`src/rtl/serial_mag_cmp_ctrl_pkg.sv`:
```
// Shared definitions for the bit-serial magnitude comparator controller.
//   - FSM state encodings (IDLE / SHIFT / DONE)
//   - bit positions of lt/eq/gt inside the packed result word
//   - helpers to build a result word and size the bit-index counter
package serial_mag_cmp_ctrl_pkg;

    localparam logic [1:0] CMP_IDLE  = 2'd0;
    localparam logic [1:0] CMP_SHIFT = 2'd1;
    localparam logic [1:0] CMP_DONE  = 2'd2;

    // Packed result word layout: {lt, eq, gt}
    localparam int RES_LT = 2;
    localparam int RES_EQ = 1;
    localparam int RES_GT = 0;

    typedef logic [2:0] cmp_res_t;

    function automatic cmp_res_t pack_res(input logic lt, input logic eq, input logic gt);
        cmp_res_t r;
        r         = '0;
        r[RES_LT] = lt;
        r[RES_EQ] = eq;
        r[RES_GT] = gt;
        return r;
    endfunction

    // Bit-index counter width; a 1-bit operand still needs a 1-bit counter.
    function automatic int cnt_width(input int w);
        return (w > 1) ? $clog2(w) : 1;
    endfunction

endpackage

```
`src/rtl/serial_mag_cmp_ctrl_comparator.sv`:
```
// 1-bit magnitude comparator cell.
// Ports:
//   a, b : input bits
//   l    : a < b
//   e    : a == b
//   g    : a > b
module comparator (
    input  logic a,
    input  logic b,
    output logic l,
    output logic e,
    output logic g
);

    assign l = ~a & b;
    assign e = ~(a ^ b);
    assign g = a & ~b;

endmodule

```
`src/rtl/serial_mag_cmp_ctrl.sv`:
```
// Bit-serial magnitude comparator controller.
// Compares two WIDTH-bit operands MSB first through a single 1-bit
// comparator cell, with a start/busy/done handshake and a registered,
// one-hot lt/eq/gt result.
//
// Parameters:
//   WIDTH      operand width (>= 1)
//   SIGNED     1: two's complement operands (sign-bit cell outputs swapped)
//   EARLY_EXIT 1: finish on the first differing bit; 0: always scan WIDTH bits
//
// Ports:
//   clk    clock, rising edge
//   rst    synchronous active-high reset
//   start  compare request, accepted in IDLE or DONE
//   a_in   operand A, captured on the accepted start edge
//   b_in   operand B, captured on the accepted start edge
//   busy   high while scanning bits
//   done   one-cycle pulse, result just updated
//   lt     A < B
//   eq     A == B
//   gt     A > B
//
// state     | meaning
// ----------+-----------------------------------------------------------
// CMP_IDLE  | waiting for start, result held
// CMP_SHIFT | one operand bit pair per cycle through the cell, MSB first
// CMP_DONE  | result updated this cycle; start here chains a new compare
module serial_mag_cmp_ctrl
    import serial_mag_cmp_ctrl_pkg::*;
#(
    parameter int WIDTH      = 8,
    parameter int SIGNED     = 0,
    parameter int EARLY_EXIT = 1
) (
    input  logic             clk,
    input  logic             rst,
    input  logic             start,
    input  logic [WIDTH-1:0] a_in,
    input  logic [WIDTH-1:0] b_in,
    output logic             busy,
    output logic             done,
    output logic             lt,
    output logic             eq,
    output logic             gt
);

    localparam int            CW      = cnt_width(WIDTH);
    localparam logic [CW-1:0] IDX_MSB = CW'(WIDTH - 1);

    logic [1:0]       state;
    logic [WIDTH-1:0] a_sh;
    logic [WIDTH-1:0] b_sh;
    logic [CW-1:0]    idx;
    cmp_res_t         res;

    // First difference seen so far; needed when scanning past it.
    logic seen_lt;
    logic seen_gt;

    logic cell_l;
    logic cell_e;
    logic cell_g;
    logic msb_swap;
    logic bit_lt;
    logic bit_gt;
    logic decided;
    logic acc_lt;
    logic acc_gt;

    comparator u_cell (
        .a (a_sh[WIDTH-1]),
        .b (b_sh[WIDTH-1]),
        .l (cell_l),
        .e (cell_e),
        .g (cell_g)
    );

    // For two's complement the sign bit has inverted weight: a set sign
    // bit makes the operand smaller, so l and g trade places there.
    assign msb_swap = (SIGNED != 0) && (idx == IDX_MSB);
    assign bit_lt   = msb_swap ? cell_g : cell_l;
    assign bit_gt   = msb_swap ? cell_l : cell_g;

    // The most significant differing bit decides the order; later bits
    // only matter while nothing has been decided yet.
    assign decided  = seen_lt | seen_gt;
    assign acc_lt   = decided ? seen_lt : bit_lt;
    assign acc_gt   = decided ? seen_gt : bit_gt;

    always_ff @(posedge clk) begin
        if (rst) begin
            state   <= CMP_IDLE;
            a_sh    <= '0;
            b_sh    <= '0;
            idx     <= '0;
            res     <= '0;
            seen_lt <= 1'b0;
            seen_gt <= 1'b0;
        end else begin
            case (state)
                CMP_IDLE, CMP_DONE: begin
                    if (start) begin
                        a_sh    <= a_in;
                        b_sh    <= b_in;
                        idx     <= IDX_MSB;
                        seen_lt <= 1'b0;
                        seen_gt <= 1'b0;
                        state   <= CMP_SHIFT;
                    end else begin
                        state   <= CMP_IDLE;
                    end
                end

                CMP_SHIFT: begin
                    a_sh    <= a_sh << 1;
                    b_sh    <= b_sh << 1;
                    seen_lt <= acc_lt;
                    seen_gt <= acc_gt;
                    if (idx != '0) begin
                        idx <= idx - 1'b1;
                    end

                    if ((EARLY_EXIT != 0) && !cell_e) begin
                        res   <= pack_res(bit_lt, 1'b0, bit_gt);
                        state <= CMP_DONE;
                    end else if (idx == '0) begin
                        res   <= pack_res(acc_lt, ~(acc_lt | acc_gt), acc_gt);
                        state <= CMP_DONE;
                    end
                end

                default: begin
                    state <= CMP_IDLE;
                end
            endcase
        end
    end

    assign busy = (state == CMP_SHIFT);
    assign done = (state == CMP_DONE);
    assign lt   = res[RES_LT];
    assign eq   = res[RES_EQ];
    assign gt   = res[RES_GT];

endmodule

```
`config.mk`:
```
export PLATFORM = sky130hd
export DESIGN_NAME = serial_mag_cmp_ctrl
export DESIGN_NICKNAME = d
export VERILOG_FILES = /design/src/rtl/serial_mag_cmp_ctrl_pkg.sv /design/src/rtl/serial_mag_cmp_ctrl_comparator.sv /design/src/rtl/serial_mag_cmp_ctrl.sv
export SDC_FILE = /design/constraint.sdc
export NUM_CORES = 1
export LEC_CHECK = 0
export ABC_AREA = 1
export CORE_MARGIN = 3
export CORE_UTILIZATION = 51
export CTS_CLUSTER_DIAMETER = 50
export DETAILED_ROUTE_END_ITERATION = 10
export PLACE_DENSITY = 0.77
export SLEW_MARGIN = 20
export SYNTH_ARGS = -nofsm -noshare
export SYNTH_HDL_FRONTEND = slang
export SYNTH_SLANG_ARGS = --single-unit
```
`constraint.sdc`:
```
create_clock -name clk -period 1.4 [get_ports clk]
set_input_delay 0.28 -clock clk [delete_from_list [all_inputs] [get_ports clk]]
set_output_delay 0.28 -clock clk [all_outputs]
set_load 0.01 [all_outputs]
```
==> flow_summary_export.csv <==
group,metric,value,unit
logic_synthesis,yosys_register_bits,26,
status,status,"complete, no violations",
timing,finalCriticalPeriod,1.31,ns
clock_tree,root_buffer,"clkbuf_4",
setup_path,crit_chain,"inv_1, nor2_4, buf_2",
hold_path,hp-class,"reg -> reg",
final_layout,utilization,0.719,
global_routing,grt_pass1_vias,1277,
drt,route.detailed.drc,0,
logic_synthesis,post-synth-top-area-cell,"dfxtp_1",
global_routing,antenna_found_initial,0,
place,io_buffer_count,23,
timing,fmax,761,MHz
logic_synthesis,synth_area_leaders,"dfxtp_1, nand2_1, inv_1, nor2_1, o21ai_0",
logic_synthesis,synth_area,1310,sq um
setup_path,critPathKind,"reg -> out",
place,gp_congestion,0.871,
final_layout,antenna_cells,0,
setup_path,crit_fanout,3,
die,start_util,0.564,
setup_path,cp_slowest_cell,"dfxtp_2",
clock_tree,cts.sinks,26,
die,die-area,3210,sq um
power_and_ir_drop,irDropWorstVdd,954,uV
logic_synthesis,syn_nets,226,
logic_synthesis,syn_area_per_cell,6.47,sq um
timing,fin_tns_setup,0,ns
clock_tree,clkSlewWorstSetupHoldPaths,0.15,ns
clock_tree,cts.path.max_buffers,2,
setup_path,required,1.12,ns
timing,finalHoldViolations,0,
timing,setup_viol,0,
timing,holdWs,0.492,ns
global_routing,grt_max_degree,22,
final_layout,nets,256,
clock_tree,cts_inserted_buffers,3,
drt,num_vias,1264,
power_and_ir_drop,power.density,1280,nW/um^2
logic_synthesis,yosysWarnings,0,
global_routing,grt_use_total,0.200,
die,die_w,56.6,microns
die,die_h,56.6,microns
timing,fin_skew,0.0115,ns
clock_tree,postCtsSetupBuffers,0,
die,io_pins,24,
timing,slew_violations,0,
place,dp.final_hpwl,2170,microns
job,cap_violations,0,
final_layout,final_common_cell,"nand2_1",
setup_path,arrival,1.03,ns
drt,wl,3080,microns
drt,drtAntennaViolNets,0,
place,placed_cell_area,1600,sq um
power_and_ir_drop,leakage,0.000830,uW
drt,vias_per_cell,4.88,
clock_tree,cts_tree,"done",
global_routing,grt_pass1_wl,5120,microns
setup_path,startpoint_type,"flop",
drt,drtPass1Iterations,4,
timing,post-route-period-util,0.938,
clock_tree,htreeDepth,1,
logic_synthesis,seq_area_frac_synth,0.398,
final_layout,final_area,1670,sq um
logic_synthesis,synth_top_cell_area_share,0.398,
die,core,2320,sq um
final_layout,final_layout_size_suffix_gt1_frac,0.130,
die,fp-row-count,17,
logic_synthesis,syn_inst,202,
timing,tightest_slew,0.304,ns
clock_tree,hold_buffers,0,
drt,first_iter_violations,40,
timing,slew_headroom,0.797,
setup_path,cp-end-kind,"output pin",
drt,wl_per_cell,11.9,microns
setup_path,crit_path_max_incr_delay,0.37,ns
global_routing,grt-ovfl-total,0,
clock_tree,clock_latency,0.33,ns
logic_synthesis,ys_types,17,
final_layout,area_growth,27.5,%
final_layout,layout_common_cells,"nand2_1, inv_1, nor2_1",
-- sequential cells by signal, indices dropped and copies added, names as in the netlist --
| name | flops |
|---|---|
| state | 2 |
| b_sh | 8 |
| a_sh | 8 |
| idx | 3 |
| seen_gt | 1 |
| seen_lt | 1 |
| res | 3 |
-- cells by family after synthesis --
| family | after synthesis | share of synthesized area |
|---|---|---|
| DFF | 26 | 0.398 |
| and+or+nand+nor | 100 | 0.316 |
| buffers and inverters | 47 | 0.144 |
| AOI/OAI and AO/OA | 24 | 0.0938 |
| adders and majority gates | 5 | 0.0478 |
-- critical path, delay by kind of cell (launching register included) --
| family | cells | cell delay [ns] |
|---|---|---|
| buffers and inverters | 2 | 0.22 |
| flip-flops | 1 | 0.37 |
| AND/OR/NAND/NOR | 1 | 0.11 |
-- cells in the mapped netlist --
cell type,instances
dfxtp_1,26
o21ai_0,15
a211oi_1,1
a21oi_1,8
nand2_4,1
nor2_2,1
nand2_1,50
buf_6,1
nand2_2,1
inv_2,1
nand3_1,6
nor2_1,27
inv_1,39
buf_2,4
clkbuf_1,2
nor3_1,14
ha_1,5
-- path summary, 6_finish.rpt --
kind / slack, ns / endpoint / startpoint / cells after the start
setup / recovery: 0.09 / busy / state[0] / 3
hold / removal: 0.49 / a_sh[0] / a_sh[0] / 2
setup reg to reg: 0.11 / idx[0] / idx[0] / 8
hold reg to reg: 0.49 / a_sh[0] / a_sh[0] / 2
-- through the flow --
stage	setup slack [ns]	total power (uW)	std cells
after detailed placement	-0.170	1610	255
after floorplan	0.133	1360	202
after global placement	-0.150	1570	255
after CTS	-0.00376	2120	259
final	0.0864	2140	259
after global routing	-0.000386	2280	259
-- what timing repair did --
| item | in CTS | in global routing |
|---|---|---|
| setup endpoints to repair | 5 | 9 |
| pin swaps | 0 | 3 |
| resized for setup | 11 | 12 |
-- layout make-up --
type                    count  area, sq um
clock buffers               3         22.5
clock inverters             1         30.0
fillers                   199          652
inverters                  40          154
multi-input cells         129          616
flip-flops and latches     26          526
well taps                  28         35.0
repair buffers             32          284
-- report_power, final --
group | switching, uW | internal [uW] | leakage (uW)
logic | 400 | 286 | 0.000586
registers | 63.6 | 858 | 0.000216
clock network | 239 | 290 | 0.0000279
total | 703 | 1430 | 0.000830
-- metal layers --
metal,vias up,global-route usage,share of wire
met5,-,0,0
met4,0,0.0712,0.015
met3,5,0.0207,0.046
met2,35,0.381,0.51
met1,553,0.226,0.43
li1,671,-,-
Note: power is estimated with default switching activity, not from simulation.
